==> src/rtl/idex_if.sv <==
// ID/EX boundary bundle: decoded ID operands/control in, registered EX copies and hazard status out.
interface idex_if #(
  parameter int unsigned DATA_W = 16,
  parameter int unsigned REG_W  = 3
);
  logic              id_valid;
  logic [REG_W-1:0]  rx_id, ry_id, rz_id;
  logic              rx_used, ry_used;
  logic [DATA_W-1:0] rx_data, ry_data, imm, pc;
  logic              reg_write, mem_read, mem_write, write_spec_reg, read_spec_reg;
  logic [REG_W-1:0]  dest_id;
  logic [3:0]        alu_op;
  logic              flush_ex;

  logic [REG_W-1:0]  rx_id_idex, ry_id_idex, rz_id_idex;
  logic [DATA_W-1:0] rx_data_idex, ry_data_idex, imm_idex, pc_idex;
  logic              reg_write_idex, mem_read_idex, mem_write_idex;
  logic              write_spec_reg_idex, read_spec_reg_idex;
  logic [REG_W-1:0]  dest_id_idex;
  logic [3:0]        alu_op_idex;
  logic              valid_idex;
  logic              stall_if;
  logic [15:0]       stall_cnt;

  modport master (
    output id_valid, rx_id, ry_id, rz_id, rx_used, ry_used, rx_data, ry_data, imm, pc,
           reg_write, mem_read, mem_write, write_spec_reg, read_spec_reg, dest_id, alu_op,
           flush_ex,
    input  rx_id_idex, ry_id_idex, rz_id_idex, rx_data_idex, ry_data_idex, imm_idex, pc_idex,
           reg_write_idex, mem_read_idex, mem_write_idex, write_spec_reg_idex,
           read_spec_reg_idex, dest_id_idex, alu_op_idex, valid_idex, stall_if, stall_cnt
  );

  modport slave (
    input  id_valid, rx_id, ry_id, rz_id, rx_used, ry_used, rx_data, ry_data, imm, pc,
           reg_write, mem_read, mem_write, write_spec_reg, read_spec_reg, dest_id, alu_op,
           flush_ex,
    output rx_id_idex, ry_id_idex, rz_id_idex, rx_data_idex, ry_data_idex, imm_idex, pc_idex,
           reg_write_idex, mem_read_idex, mem_write_idex, write_spec_reg_idex,
           read_spec_reg_idex, dest_id_idex, alu_op_idex, valid_idex, stall_if, stall_cnt
  );
endinterface

==> src/rtl/idex_stage.sv <==
// ID/EX pipeline register with load-use hazard detection and one-cycle bubble insertion.
// Optional load-use stall counter enabled by defining IDEX_STALL_CNT_EN.
module idex_stage #(
  parameter int unsigned DATA_W = 16,
  parameter int unsigned REG_W  = 3
) (
  input logic   clk,
  input logic   rst,
  idex_if.slave bus
);

  typedef enum logic [0:0] {StRun, StStall} state_e;

  state_e            state_q;
  logic [REG_W-1:0]  rx_id_q, ry_id_q, rz_id_q, dest_id_q;
  logic [DATA_W-1:0] rx_data_q, ry_data_q, imm_q, pc_q;
  logic [3:0]        alu_op_q;
  logic              valid_q, reg_write_q, mem_read_q, mem_write_q;
  logic              write_spec_reg_q, read_spec_reg_q;
  logic              rx_hit, ry_hit, hz, stall_if;

  // Only a valid load that writes a register can create a load-use hazard.
  always_comb begin
    rx_hit   = bus.rx_used && (bus.rx_id == dest_id_q);
    ry_hit   = bus.ry_used && (bus.ry_id == dest_id_q);
    hz       = (state_q == StRun) && valid_q && mem_read_q && reg_write_q && bus.id_valid &&
               (rx_hit || ry_hit);
    stall_if = hz && !bus.flush_ex;
  end

  always_ff @(posedge clk) begin
    if (rst) begin
      state_q          <= StRun;
      valid_q          <= 1'b0;
      reg_write_q      <= 1'b0;
      mem_read_q       <= 1'b0;
      mem_write_q      <= 1'b0;
      write_spec_reg_q <= 1'b0;
      read_spec_reg_q  <= 1'b0;
      rx_id_q          <= '0;
      ry_id_q          <= '0;
      rz_id_q          <= '0;
      dest_id_q        <= '0;
      rx_data_q        <= '0;
      ry_data_q        <= '0;
      imm_q            <= '0;
      pc_q             <= '0;
      alu_op_q         <= '0;
    end else if (bus.flush_ex || stall_if) begin
      // Bubble: kill every enable, leave data/id fields as they were.
      state_q          <= bus.flush_ex ? StRun : StStall;
      valid_q          <= 1'b0;
      reg_write_q      <= 1'b0;
      mem_read_q       <= 1'b0;
      mem_write_q      <= 1'b0;
      write_spec_reg_q <= 1'b0;
      read_spec_reg_q  <= 1'b0;
    end else begin
      state_q          <= StRun;
      valid_q          <= bus.id_valid;
      reg_write_q      <= bus.reg_write;
      mem_read_q       <= bus.mem_read;
      mem_write_q      <= bus.mem_write;
      write_spec_reg_q <= bus.write_spec_reg;
      read_spec_reg_q  <= bus.read_spec_reg;
      rx_id_q          <= bus.rx_id;
      ry_id_q          <= bus.ry_id;
      rz_id_q          <= bus.rz_id;
      dest_id_q        <= bus.dest_id;
      rx_data_q        <= bus.rx_data;
      ry_data_q        <= bus.ry_data;
      imm_q            <= bus.imm;
      pc_q             <= bus.pc;
      alu_op_q         <= bus.alu_op;
    end
  end

  assign bus.valid_idex          = valid_q;
  assign bus.reg_write_idex      = reg_write_q;
  assign bus.mem_read_idex       = mem_read_q;
  assign bus.mem_write_idex      = mem_write_q;
  assign bus.write_spec_reg_idex = write_spec_reg_q;
  assign bus.read_spec_reg_idex  = read_spec_reg_q;
  assign bus.rx_id_idex          = rx_id_q;
  assign bus.ry_id_idex          = ry_id_q;
  assign bus.rz_id_idex          = rz_id_q;
  assign bus.dest_id_idex        = dest_id_q;
  assign bus.rx_data_idex        = rx_data_q;
  assign bus.ry_data_idex        = ry_data_q;
  assign bus.imm_idex            = imm_q;
  assign bus.pc_idex             = pc_q;
  assign bus.alu_op_idex         = alu_op_q;
  assign bus.stall_if            = stall_if;

`ifdef IDEX_STALL_CNT_EN
  logic [15:0] stall_cnt_q;

  always_ff @(posedge clk) begin
    if (rst) begin
      stall_cnt_q <= '0;
    end else if (stall_if && (stall_cnt_q != 16'hFFFF)) begin
      stall_cnt_q <= stall_cnt_q + 16'd1;
    end
  end

  assign bus.stall_cnt = stall_cnt_q;
`else
  assign bus.stall_cnt = 16'h0000;
`endif

endmodule

==> src/flat_wrapper.sv <==
// flat-port wrapper written by rule: the top's interface ports become plain ports
module idex_stage_flat 
#(
  parameter int unsigned DATA_W = 16,
  parameter int unsigned REG_W  = 3
)
  (clk, rst, bus_id_valid, bus_rx_id, bus_ry_id, bus_rz_id, bus_rx_used, bus_ry_used, bus_rx_data, bus_ry_data, bus_imm, bus_pc, bus_reg_write, bus_mem_read, bus_mem_write, bus_write_spec_reg, bus_read_spec_reg, bus_dest_id, bus_alu_op, bus_flush_ex, bus_rx_id_idex, bus_ry_id_idex, bus_rz_id_idex, bus_rx_data_idex, bus_ry_data_idex, bus_imm_idex, bus_pc_idex, bus_reg_write_idex, bus_mem_read_idex, bus_mem_write_idex, bus_write_spec_reg_idex, bus_read_spec_reg_idex, bus_dest_id_idex, bus_alu_op_idex, bus_valid_idex, bus_stall_if, bus_stall_cnt);
  idex_if #(.DATA_W(DATA_W), .REG_W(REG_W)) bus_i ();
  input logic clk;
  input logic rst;
  input wire logic [$bits(bus_i.id_valid)-1:0] bus_id_valid;
  input wire logic [$bits(bus_i.rx_id)-1:0] bus_rx_id;
  input wire logic [$bits(bus_i.ry_id)-1:0] bus_ry_id;
  input wire logic [$bits(bus_i.rz_id)-1:0] bus_rz_id;
  input wire logic [$bits(bus_i.rx_used)-1:0] bus_rx_used;
  input wire logic [$bits(bus_i.ry_used)-1:0] bus_ry_used;
  input wire logic [$bits(bus_i.rx_data)-1:0] bus_rx_data;
  input wire logic [$bits(bus_i.ry_data)-1:0] bus_ry_data;
  input wire logic [$bits(bus_i.imm)-1:0] bus_imm;
  input wire logic [$bits(bus_i.pc)-1:0] bus_pc;
  input wire logic [$bits(bus_i.reg_write)-1:0] bus_reg_write;
  input wire logic [$bits(bus_i.mem_read)-1:0] bus_mem_read;
  input wire logic [$bits(bus_i.mem_write)-1:0] bus_mem_write;
  input wire logic [$bits(bus_i.write_spec_reg)-1:0] bus_write_spec_reg;
  input wire logic [$bits(bus_i.read_spec_reg)-1:0] bus_read_spec_reg;
  input wire logic [$bits(bus_i.dest_id)-1:0] bus_dest_id;
  input wire logic [$bits(bus_i.alu_op)-1:0] bus_alu_op;
  input wire logic [$bits(bus_i.flush_ex)-1:0] bus_flush_ex;
  output wire logic [$bits(bus_i.rx_id_idex)-1:0] bus_rx_id_idex;
  output wire logic [$bits(bus_i.ry_id_idex)-1:0] bus_ry_id_idex;
  output wire logic [$bits(bus_i.rz_id_idex)-1:0] bus_rz_id_idex;
  output wire logic [$bits(bus_i.rx_data_idex)-1:0] bus_rx_data_idex;
  output wire logic [$bits(bus_i.ry_data_idex)-1:0] bus_ry_data_idex;
  output wire logic [$bits(bus_i.imm_idex)-1:0] bus_imm_idex;
  output wire logic [$bits(bus_i.pc_idex)-1:0] bus_pc_idex;
  output wire logic [$bits(bus_i.reg_write_idex)-1:0] bus_reg_write_idex;
  output wire logic [$bits(bus_i.mem_read_idex)-1:0] bus_mem_read_idex;
  output wire logic [$bits(bus_i.mem_write_idex)-1:0] bus_mem_write_idex;
  output wire logic [$bits(bus_i.write_spec_reg_idex)-1:0] bus_write_spec_reg_idex;
  output wire logic [$bits(bus_i.read_spec_reg_idex)-1:0] bus_read_spec_reg_idex;
  output wire logic [$bits(bus_i.dest_id_idex)-1:0] bus_dest_id_idex;
  output wire logic [$bits(bus_i.alu_op_idex)-1:0] bus_alu_op_idex;
  output wire logic [$bits(bus_i.valid_idex)-1:0] bus_valid_idex;
  output wire logic [$bits(bus_i.stall_if)-1:0] bus_stall_if;
  output wire logic [$bits(bus_i.stall_cnt)-1:0] bus_stall_cnt;
  assign bus_i.id_valid = bus_id_valid;
  assign bus_i.rx_id = bus_rx_id;
  assign bus_i.ry_id = bus_ry_id;
  assign bus_i.rz_id = bus_rz_id;
  assign bus_i.rx_used = bus_rx_used;
  assign bus_i.ry_used = bus_ry_used;
  assign bus_i.rx_data = bus_rx_data;
  assign bus_i.ry_data = bus_ry_data;
  assign bus_i.imm = bus_imm;
  assign bus_i.pc = bus_pc;
  assign bus_i.reg_write = bus_reg_write;
  assign bus_i.mem_read = bus_mem_read;
  assign bus_i.mem_write = bus_mem_write;
  assign bus_i.write_spec_reg = bus_write_spec_reg;
  assign bus_i.read_spec_reg = bus_read_spec_reg;
  assign bus_i.dest_id = bus_dest_id;
  assign bus_i.alu_op = bus_alu_op;
  assign bus_i.flush_ex = bus_flush_ex;
  assign bus_rx_id_idex = bus_i.rx_id_idex;
  assign bus_ry_id_idex = bus_i.ry_id_idex;
  assign bus_rz_id_idex = bus_i.rz_id_idex;
  assign bus_rx_data_idex = bus_i.rx_data_idex;
  assign bus_ry_data_idex = bus_i.ry_data_idex;
  assign bus_imm_idex = bus_i.imm_idex;
  assign bus_pc_idex = bus_i.pc_idex;
  assign bus_reg_write_idex = bus_i.reg_write_idex;
  assign bus_mem_read_idex = bus_i.mem_read_idex;
  assign bus_mem_write_idex = bus_i.mem_write_idex;
  assign bus_write_spec_reg_idex = bus_i.write_spec_reg_idex;
  assign bus_read_spec_reg_idex = bus_i.read_spec_reg_idex;
  assign bus_dest_id_idex = bus_i.dest_id_idex;
  assign bus_alu_op_idex = bus_i.alu_op_idex;
  assign bus_valid_idex = bus_i.valid_idex;
  assign bus_stall_if = bus_i.stall_if;
  assign bus_stall_cnt = bus_i.stall_cnt;
  idex_stage #(.DATA_W(DATA_W), .REG_W(REG_W)) u_core (.clk(clk), .rst(rst), .bus(bus_i));
endmodule
==> config.mk <==
export PLATFORM = sky130hd
export DESIGN_NAME = idex_stage_flat
export DESIGN_NICKNAME = d
export VERILOG_FILES = /design/src/rtl/idex_if.sv /design/src/rtl/idex_stage.sv /design/src/flat_wrapper.sv
export SDC_FILE = /design/constraint.sdc
export NUM_CORES = 1
export LEC_CHECK = 0
export ABC_AREA = 1
export CORE_MARGIN = 1.5
export CORE_UTILIZATION = 42
export CTS_CLUSTER_DIAMETER = 100
export DETAILED_ROUTE_END_ITERATION = 10
export GPL_ROUTABILITY_DRIVEN = 0
export PLACE_DENSITY = 0.94
export SETUP_SLACK_MARGIN = 0.4
export SYNTH_ARGS = -nofsm -noshare
export SYNTH_HDL_FRONTEND = slang
export SYNTH_SLANG_ARGS = --single-unit
==> constraint.sdc <==
create_clock -name clk -period 3.25 [get_ports clk]
set_clock_uncertainty 0.15 [all_clocks]
set_input_delay 0.8125 -clock clk [delete_from_list [all_inputs] [get_ports clk]]
set_output_delay 0.8125 -clock clk [all_outputs]
set_load 0.05 [all_outputs]
==> results.yml <==
die:
  die_h_um: 94.8
  pin_count: 194
  initial_core_util: 0.433
  num_rows: 33
  fp.dieArea_mm2: 0.00898
  die_width_um: 94.8
  core-area_mm2: 0.00818
power:
  pwr-share-seq: 0.441
  pwr_density_cell_mw_per_mm2: 477
  irDropWorstVdd_mv: 0.288
  p_sw_uw: 808
  p_int_mw: 1.82
  power.share.combinational: 0.244
  clockPowerShare: 0.315
  p_sw_frac: 0.307
  leakagePower_nw: 2.44
place:
  numPlacedInstances: 692
  io_buffers: 177
  dpl.hpwl_um: 7330
  place_ws_ps: 24.0
  place_area_mm2: 0.00528
timing:
  tightest_slew_ps: 530
  period_share: 0.862
  rsz0062_at_grt: "false"
  hold_slack_ps: 314
  finalSetupViolCount: 0
  setup_tns_ps: 0
  hold_violations: 0
  fin_ws_ps: 449
  fmax_mhz: 357
  maxSlewHeadroom: 0.646
  period_minus_slack_ps: 2800
  slew_viol_final: 0
critical_path:
  path_cells: "clkdlybuf4s50_1 > nand2_1 > nor3_2 > nand2_2 > nor2_4 > buf_12"
  required_ps: 2290
  start_kind: "primary input"
  critical-path-slowest-cell: "clkdlybuf4s50_1"
  max_stage_delay_ps: 490
  path_max_fanout: 2
  worst_path_dominant_cell_family: "buffers and inverters"
  crit_buf_inv: 2
  endpoint_kind: "output port"
  crit_arrival_ps: 1840
  crit_type: "primary input to output port"
min_path:
  hold_path.class: "flop to flop"
synthesis:
  yosysTopAreaCell: "dfxtp_1"
  ys_seq_elements: 87
  synth_ff_type: "dfxtp_1"
  synthCells: 440
  synth-seq-area-share: 0.492
  syn_area_per_cell_um2: 8.04
  yosysWarnings: 0
  synthArstFlopShare: 0
  synth_edf_count: 0
  synth.most_common_cell: "nand2_1"
  syn_area_mm2: 0.00354
  synth_common_cells: "101 x nand2_1, 87 x dfxtp_1, 80 x nand3_1, 80 x nand4_1, 24 x buf_4"
  ys_types: 17
  yosysTopAreaCellShare: 0.492
  synthTopCellsByArea: "dfxtp_1 49%, nand4_1 14%, nand3_1 11%"
detailed_routing:
  routed_via_density: 5.20
  ant_nets: 0
  num_vias: 3685
  dr.pass1.iters: 4
  drt-initial-drc-count: 143
  drc: 0
  wl_per_cell_um: 14.4
  finalWirelength_um: 10200
clock_network:
  clk_latency_ps: 340
  ctsHoldBuffers: 0
  cts_made_buffers: 9
  cts_root_buffer: "clkbuf_8"
  path_clk_slew_ps: 90
  ctsHtreeMaxLevel: 3
  cts_sinks: 87
  cts_max_path_buffers: 2
  postCtsSetupRepairBufs: 0
  cts_tree: "done"
run:
  cap_violations: 0
global_route:
  antenna_found_initial: 0
  grt_pass1_wl_um: 15800
  grt_pass1_vias: 3419
  grt_max_degree: 51
  overflow: 0
  grt_usage: 0.222
finish:
  area_growth_syn_to_layout_pct: 55.7
  layout.cells.non_filler: 708
  fin_nets: 689
  diodes: 0
  drive_gt1_frac: 0.0680
  fin_area_mm2: 0.00551
outcome:
  status: "complete, no violations"
[metrics by stage]
step	power, mW	utilization
global placement	1.81	0.646
CTS	2.65	0.673
global route	2.73	0.674
finish	2.63	0.674
floorplan	1.57	-
detailed placement	1.83	0.646
[layout make-up]
cell class / count / area, µm²
Clock buffer: 11 / 141
Clock inverter: 5 / 81.3
Fill cell: 648 / 2670
Inverter: 15 / 58.8
Multi-Input combinational cell: 295 / 1440
Sequential cell: 87 / 1740
Tap cell: 105 / 131
Timing Repair Buffer: 190 / 1910
[cell families after synthesis]
family | Yosys count | share of synthesized area
other | 1 | 0.00106
DFF | 87 | 0.492
and+or+nand+nor | 279 | 0.386
buffers and inverters | 73 | 0.120
[cell usage in the layout, fill, tap and decap left out, drive strengths merged, types with 2 or more instances in the layout]
master | synthesis | routed
clkdlybuf4s50 | 0 | 168
nand2 | 103 | 103
dfxtp | 87 | 87
nand3 | 81 | 81
nand4 | 80 | 80
conb | 1 | 16
inv | 15 | 15
buf | 46 | 14
nor2 | 13 | 13
clkbuf | 12 | 11
dlygate4sd2 | 0 | 6
bufinv | 0 | 2
clkdlybuf4s15 | 0 | 2
nor3 | 2 | 2
clkinv | 0 | 2
[power by group through the flow]
stage	Sequential (mW)	Combinational [mW]	Clock, mW
2_1_floorplan	1.39	0.177	0
3_3_place_gp	1.18	0.631	0
3_5_place_dp	1.19	0.642	0
4_1_cts	1.16	0.641	0.845
5_1_grt	1.17	0.674	0.884
6_report	1.16	0.641	0.828
[final timing paths]
kind / start / slack (ps) / end / cells after the start
max: bus_id_valid / 450 / bus_stall_if / 6
min: u_core.bus.pc_idex[2] / 310 / u_core.bus.pc_idex[2] / 2
max reg2reg: u_core.bus.dest_id_idex[0] / 910 / u_core.bus.mem_read_idex / 10
min reg2reg: u_core.bus.pc_idex[2] / 310 / u_core.bus.pc_idex[2] / 2
[flip-flops by register name, indices dropped and copies added (netlist names)]
| name | count |
|---|---|
| u_core.state_q | 1 |
| u_core.bus.rz_id_idex | 3 |
| u_core.bus.dest_id_idex | 3 |
| u_core.bus.ry_data_idex | 16 |
| u_core.bus.rx_id_idex | 3 |
| u_core.bus.pc_idex | 16 |
| u_core.bus.valid_idex | 1 |
| u_core.bus.reg_write_idex | 1 |
| u_core.bus.mem_write_idex | 1 |
| u_core.bus.alu_op_idex | 4 |
| u_core.bus.ry_id_idex | 3 |
| u_core.bus.imm_idex | 16 |
| u_core.bus.mem_read_idex | 1 |
| u_core.bus.rx_data_idex | 16 |
| u_core.bus.read_spec_reg_idex | 1 |
| u_core.bus.write_spec_reg_idex | 1 |
[metal layers]
layer,wire length (µm),GRT usage,up-vias
met5,0,0,-
met4,255,0.0808,0
met3,897,0.0717,24
met2,5240,0.387,142
met1,3820,0.251,1713
li1,-,-,1806
[worst reg2reg max path, delay by kind of cell, from the launching register on]
| family | cells | cell delay [ps] |
|---|---|---|
| buf+inv | 3 | 940 |
| flops | 1 | 420 |
| simple gates | 7 | 760 |
[what timing repair did]
item	4_1_cts	5_1_grt
pin swaps	5	2
endpoints found under the setup margin	3	1
gates resized for setup	11	3
endpoints found under the hold margin	0	0
Note: power is estimated with default switching activity, not from simulation.
